`src/rtl/mult_seq_32.sv`:
```
// Sequential 32x32 unsigned shift-and-add multiplier built on a 32-bit
// carry-lookahead adder; one partial-product accumulation per clock.

module CLA_32 (
  input  logic [31:0] a,
  input  logic [31:0] b,
  input  logic        c_in,
  output logic [31:0] s,
  output logic        c_out,
  output logic        overflow
);

  logic [31:0] g, p, bc;
  logic [7:0]  gg, gp, grp_c;
  logic        carry;

  assign g = a & b;
  assign p = a ^ b;

  // Four-bit lookahead groups; group carries ripple through a local variable.
  for (genvar k = 0; k < 8; k++) begin : g_grp
    localparam int B = 4 * k;
    assign gg[k] = g[B+3] | (p[B+3] & g[B+2]) | (p[B+3] & p[B+2] & g[B+1])
                 | (p[B+3] & p[B+2] & p[B+1] & g[B]);
    assign gp[k] = &p[B+3:B];
    assign bc[B]   = grp_c[k];
    assign bc[B+1] = g[B] | (p[B] & grp_c[k]);
    assign bc[B+2] = g[B+1] | (p[B+1] & g[B]) | (p[B+1] & p[B] & grp_c[k]);
    assign bc[B+3] = g[B+2] | (p[B+2] & g[B+1]) | (p[B+2] & p[B+1] & g[B])
                   | (p[B+2] & p[B+1] & p[B] & grp_c[k]);
  end

  always_comb begin
    carry = c_in;
    grp_c = '0;
    for (int k = 0; k < 8; k++) begin
      grp_c[k] = carry;
      carry    = gg[k] | (gp[k] & carry);
    end
    c_out = carry;
  end

  assign s        = p ^ bc;
  assign overflow = bc[31] ^ c_out;

endmodule

module mult_seq_32 (
  input  logic        clk,
  input  logic        rst,
  input  logic        start,
  input  logic [31:0] a,
  input  logic [31:0] b,
  output logic        ready,
  output logic        busy,
  output logic        done,
  output logic [63:0] product,
  output logic        overflow
);

  localparam logic [1:0] S_IDLE = 2'd0;
  localparam logic [1:0] S_RUN  = 2'd1;
  localparam logic [1:0] S_DONE = 2'd2;

  logic [1:0]  state_q, state_d;
  logic [31:0] mcand_q, mcand_d;
  // acc[64] of the reference model is provably always zero, so it is not stored.
  logic [63:0] acc_q, acc_d;
  logic [5:0]  cnt_q, cnt_d;
  logic [63:0] product_q, product_d;
  logic        overflow_q, overflow_d;

  logic [31:0] add_s;
  logic        add_c;

  CLA_32 u_cla (
    .a        (acc_q[63:32]),
    .b        (mcand_q),
    .c_in     (1'b0),
    .s        (add_s),
    .c_out    (add_c),
    .overflow ()
  );

  always_comb begin
    state_d    = state_q;
    mcand_d    = mcand_q;
    acc_d      = acc_q;
    cnt_d      = cnt_q;
    product_d  = product_q;
    overflow_d = overflow_q;
    case (state_q)
      S_IDLE: begin
        if (start) begin
          mcand_d = a;
          acc_d   = {32'd0, b};
          cnt_d   = 6'd0;
          state_d = S_RUN;
        end
      end
      S_RUN: begin
        // The adder carry lands in bit 63 after the shift, so nothing is lost.
        if (acc_q[0]) acc_d = {add_c, add_s, acc_q[31:1]};
        else          acc_d = {1'b0, acc_q[63:32], acc_q[31:1]};
        cnt_d = cnt_q + 6'd1;
        if (cnt_q == 6'd31) begin
          state_d    = S_DONE;
          product_d  = acc_d;
          overflow_d = |acc_d[63:32];
        end
      end
      S_DONE:  state_d = S_IDLE;
      default: state_d = S_IDLE;
    endcase
  end

  always_ff @(posedge clk or posedge rst) begin
    if (rst) begin
      state_q    <= S_IDLE;
      mcand_q    <= '0;
      acc_q      <= '0;
      cnt_q      <= '0;
      product_q  <= '0;
      overflow_q <= 1'b0;
    end else begin
      state_q    <= state_d;
      mcand_q    <= mcand_d;
      acc_q      <= acc_d;
      cnt_q      <= cnt_d;
      product_q  <= product_d;
      overflow_q <= overflow_d;
    end
  end

  assign ready    = (state_q == S_IDLE);
  assign busy     = (state_q == S_RUN);
  assign done     = (state_q == S_DONE);
  assign product  = product_q;
  assign overflow = overflow_q;

endmodule

```
`config.mk`:
```
export PLATFORM = sky130hd
export DESIGN_NAME = mult_seq_32
export DESIGN_NICKNAME = d
export VERILOG_FILES = /design/src/rtl/mult_seq_32.sv
export SDC_FILE = /design/constraint.sdc
export NUM_CORES = 1
export LEC_CHECK = 0
export BUFFER_PORTS_ARGS = -buffer_cell sky130_fd_sc_hd__buf_2
export CAP_MARGIN = 40
export CORE_ASPECT_RATIO = 0.75
export CORE_UTILIZATION = 59
export DETAILED_ROUTE_END_ITERATION = 8
export MAX_ROUTING_LAYER = met4
export PLACE_DENSITY = 0.9
export SETUP_SLACK_MARGIN = 0.5
export SYNTH_ARGS = -nofsm -noshare
export SYNTH_HDL_FRONTEND = slang
export SYNTH_SLANG_ARGS = --single-unit
```
`constraint.sdc`:
```
create_clock -name clk -period 13.4 [get_ports clk]
set_clock_uncertainty 0.15 [all_clocks]
set_input_delay 2.68 -clock clk [delete_from_list [all_inputs] [get_ports clk]]
set_output_delay 2.68 -clock clk [all_outputs]
set_load 0.05 [all_outputs]
```
# Yosys cells after proc, flatten, opt, wreduce, memory -nomap -nowiden
# Index checks and enable logic that the tools add are counted.
# op_classes
bitwise_logic	193
eq_ne	5
add_sub_neg	1
n_reduce_logical	14
muxes	9
# op_table
operator	count
2-to-1 mux 64 bit	3
one-hot mux 64 bit (2 select lines)	1
AND 1 bit	114
OR 1 bit	76
bitwise XOR 32 bit	2
AND 32 bit	1
OR reduction 32 bit	1
AND reduction 4 bit	7
one-hot mux 6 bit (2 select lines)	1
AND reduction 2 bit	4
adder 6 x 1 -> 6 bit (second input constant)	1
== test 6 x 5 -> 1 bit (second input constant)	1
2-to-1 mux 6 bit	1
2-to-1 mux 2 bit	2
one-hot mux 2 bit (2 select lines)	1
== test 2 x 1 -> 1 bit (second input constant)	1
== test 2 bit (second input constant)	1
zero test 2 bit	1
!= test 2 x 1 -> 1 bit (second input constant)	1
!= test 2 bit (second input constant)	1
nonzero test 2 bit	1
# totals
input_bits	67
register_bits	169
output_inout_bits	68

# Longest topological paths before layout
# logic_depth
depth_word	23
mapped_depth	19
ltp_nobuf	19

# Modules after synthesis
# A second synthesis with hierarchy kept.
# hier_totals
hier_cells	763
area_unflattened_um2	8261.7
# by_module_without_submodules
module	cells_per_inst	area_each_um2	seq_area_each_um2	instances
mult_seq_32	590	6834.1	4229.1	1
CLA_32	173	1427.6	0.0	1

# Least setup slack after synthesis
# No wires, ideal clock.
# synth_timing
kind	reg-to-reg
startpoint	register acc_q[37]
endpoint	register overflow_q, in the netlist overflow
arrival_time_ns	3.837
slack_ns	9.277
setup_ns	0.136
required_time_ns	13.114
path_stages_with_launch	20
path_buffers	0
period_less_slack_ns	4.123
path_cell_list	dfrtp_1 -> ha_1 -> and4_2 -> a211oi_1 -> or3_4 -> a211oi_4 -> o211ai_1 -> a21o_1 -> nand2b_1 -> fa_1 -> nor4_1 -> nand2_1 -> o21ai_0 -> nand2_1 -> nor4_1 -> and4_1 -> nand4_1 -> nor4_1 -> and4_1 -> a31oi_1
# synth_via
elab_chain_cells	21
word_cells_on_any_way	75
cone_classes	mux: 2; bitwise: 71; reduce/logical: 2
# synth_lines
item	line_no	source
start: declaration	68	logic [63:0] acc_q, acc_d;
start signal: assignment	121	acc_q <= '0;
start signal: assignment	128	acc_q <= acc_d;
AND 32 bit or bitwise XOR 32 bit (tied branches)	17, 18	
AND 1 bit, on equally long branches	23, 24	
OR 1 bit or AND 1 bit (tied branches)	23, 24	
OR 1 bit	24	| (p[B+3] & p[B+2] & p[B+1] & g[B]);
OR 1 bit	38	carry = gg[k] | (gp[k] & carry);
AND 1 bit	38	
OR 1 bit	38	
AND 1 bit	38	
[... 5 more ...]	n/a	
AND 1 bit	38	
OR 1 bit	38	
AND 1 bit, on equally long branches	27, 28, 30	
OR 1 bit, on equally long branches	27, 28, 30	
bitwise XOR 32 bit	43	assign s = p ^ bc;
2-to-1 mux 64 bit (*)	103	if (acc_q[0]) acc_d = {add_c, add_s, acc_q[31:1]};
2-to-1 mux 64 bit (*)	92	case (state_q)
OR reduction 32 bit (*)	109	overflow_d = |acc_d[63:32];
end signal: assignment	131	overflow_q <= overflow_d;
end: declaration	71	logic overflow_q, overflow_d;
# Every way passes the cells marked *; elsewhere a longest branch is shown, timed or not. The select of a mux whose other input is x is not followed.
# A chain may end at the register's enable or synchronous reset.

# Worst setup path in the final report
# Ends and elaborated chain as after synthesis.

==> flow_metrics.tcl <==
set metrics [dict create \
    status "finished, violations left" \
    violations "DRC" \
    io_buffers 134 \
    cp-end-kind "flip-flop" \
    crit_slowest_cell "fa_1" \
    coreArea_um2 13300 \
    rsz0062_at_grt "no" \
    syn_area_um2 8200 \
    cts_buffers 17 \
    dr.pass1.iters 8 \
    diodes 0 \
    grt_first_pass_wirelength_mm 33.9 \
    synth_seq_cells 169 \
    hold_violations 0 \
    cp_data_arrival_time_ns 5.08 \
    wl_per_cell_um 17.0 \
    crit_fanout 6 \
    cp-start-kind "flip-flop" \
    tightest_slew_ns 0.870 \
    boundaryPins 135 \
    yosysMostFrequentCell "nand2_1" \
    required_ns 13.54 \
    clock-root-buffer "clkbuf_16" \
    drv_cap 0 \
    drc 14 \
    die_area_um2 14400 \
    pre_cts_ws_ns 8.60 \
    instances_no_fill 1202 \
    syn-num-nets 1011 \
    hold_path_depth 2 \
    die_w_um 138 \
    grt_overflow 0 \
    start_util_pct 61.7 \
    finalWorstSetupSlack_ns 8.46 \
    syn_inst 903 \
    clock_latency_ns 0.44 \
    power_density_nw_per_um2 193 \
    die_h_um 104 \
    yosysUniqueCellTypes 57 \
    routabilityCongestion 0.908 \
    fmax_mhz 202 \
    area_growth_pct 18.0 \
    r2r_slack_ns 8.46 \
    final_nets 1126 \
    synth_area_per_cell_um2 9.08 \
    synth.area.top_cells "dfrtp_1 52%, nand2_1 12%, o21ai_0 5.1%, ha_1 5.0%, nor2_1 3.4%" \
    vdd_drop_max_uv 134 \
    ys_top_cells_by_count "253 x nand2_1, 169 x dfrtp_1, 83 x o21ai_0" \
    cts.path.max_buffers 2 \
    routed-via-count 7019 \
    synth_edf_count 0 \
    cp.depth 19 \
    clk_pin_slew_worst_paths_ns 0.07 \
    hpwl_mm 13.5 \
    tritoncts "built" \
    cts_resized 0 \
    postCtsSetupBuffers 0 \
    vias_per_cell 5.84 \
    grt_max_degree 95 \
    rows 36 \
    worstRegToRegCells 19 \
    dp_cells 1170 \
    hold_path.class "reg2reg" \
    fin_crit_sh_pct 36.9 \
    synthDominantCellAreaShare_pct 51.6 \
    cts_sinks 169 \
    setup_violations 0 \
    cts_max_level 4 \
    path_buf_inv 0 \
    seq_area_frac_synth_pct 51.6 \
    min_period_ns 4.94 \
    maxSlewHeadroom_pct 42.0 \
    worstSetupPathType "reg2reg" \
    max_stage_delay_ns 0.45 \
    final-max-slew-violation-count 0 \
    antenna_found_initial 0 \
    power_leakage_nw 4.67 \
    fin_util_pct 72.8 \
    ant_nets 0 \
    drt-total-wl_mm 20.4 \
    hold_buffers 0 \
    synthArstFlopShare_pct 100 \
    grt_pass1_vias 6859 \
    drt_iter0_drc 685 \
    synth_warnings 0 \
    layout-drive-gt1-share_pct 18.6 \
    ys.flop_type "dfrtp_1" \
    path_cells "ha_1 > and4_1 > a211oi_1 > or3_4 > a211oi_4 > o211ai_1 > a21o_1 > nand2b_1 > fa_1 > nor4_1 > nand2_1 > o21ai_0 > nand2_1 > nor4_1 > and4_1 > nand4_1 > nor4_1 > and4_1 > a31oi_1" \
    track_usage_pct 30.8 \
    fin_tns_setup_ns 0 \
    crit_family "simple AND/OR/NAND/NOR gates" \
    synth_top_area_cell "dfrtp_1" \
]
## registers in the layout, summed over array words and instances (netlist names)
| name | cells |
|---|---|
| acc_q | 64 |
| mcand_q | 32 |
| product | 64 |
| state_q | 2 |
| overflow | 1 |
| cnt_q | 6 |
## report_power, final
part	internal, mW	switching (mW)
Clock	0.278	0.220
Combinational	0.264	0.408
Sequential	0.607	0.0909
## final timing paths
kind	endpoint	start
worst max-delay path	overflow	acc_q[37]
worst min-delay path	product[27]	product[27]
worst max register to register	overflow	acc_q[37]
worst min register to register	product[27]	product[27]
max in group asynchronous	acc_q[63]	rst
min in group asynchronous	product[19]	rst
## cell families (layout without fill, tap and decap cells)
group | after synthesis | after routing | share of synthesized area, %
multiplexers | 14 | 14 | 1.71
buffers and inverters | 63 | 191 | 2.90
AO/OA/AOI/OAI | 181 | 181 | 13.5
AND/OR/NAND/NOR | 418 | 418 | 21.5
flip-flops | 169 | 169 | 51.6
XOR/XNOR | 17 | 17 | 1.82
adder cells (fa/ha/maj) | 41 | 41 | 6.99
## layout make-up
class	instances	area, µm²
flip-flops and latches	169	4230
multi-input cells	671	3750
fillers	904	3610
repair buffers	143	826
clock buffers	17	425
well taps	171	214
clock inverters	15	165
inverters	16	65.1
## worst reg2reg max path: stages (launching register included)
cell and delay [ns]:
dfrtp_1 0.41, ha_1 0.37, and4_1 0.20, a211oi_1 0.10, or3_4 0.44, a211oi_4 0.41
o211ai_1 0.22, a21o_1 0.23, nand2b_1 0.08, fa_1 0.45, nor4_1 0.27, nand2_1 0.07
o21ai_0 0.10, nand2_1 0.10, nor4_1 0.18, and4_1 0.24, nand4_1 0.09, nor4_1 0.33
and4_1 0.26, a31oi_1 0.08
## placed cells by master (no fill, tap or decap), types with 3 or more instances in the layout
cell | synthesis | layout
and4_1 | 3 | 3
nor2b_1 | 9 | 9
o211ai_1 | 4 | 4
nand4_1 | 5 | 5
clkinvlp_4 | 0 | 3
buf_2 | 1 | 134
nand2_1 | 253 | 252
o21ai_0 | 83 | 83
nor2_1 | 75 | 75
inv_6 | 0 | 6
a21o_1 | 5 | 5
nand3_1 | 44 | 44
nor4_1 | 3 | 3
clkbuf_16 | 0 | 17
fa_1 | 8 | 8
or4_1 | 3 | 3
xnor2_1 | 13 | 13
ha_1 | 33 | 33
or3_1 | 4 | 3
a31oi_1 | 6 | 6
buf_4 | 0 | 4
a21oi_1 | 27 | 27
clkinv_1 | 3 | 3
dfrtp_1 | 169 | 169
buf_16 | 0 | 4
nand2b_1 | 6 | 5
inv_1 | 13 | 12
mux2i_1 | 14 | 14
xor2_1 | 4 | 4
o22ai_1 | 31 | 31
## through the flow
stage	hold slack, ns	cell area, µm²	power [mW]
floorplan	0.289	8200	1.16
finish	0.322	9670	1.87
CTS	0.325	9670	1.86
detailed placement	0.308	9080	1.35
global placement	0.304	8960	1.31
global route	0.350	9670	1.97
## layer usage
layer	part of all wire, %	GRT usage [%]
met1	44	40.8
met2	48	48.6
met3	6.6	6.08
met4	1.6	9.07
met5	0	-
Power figures use the tool's default switching activity.
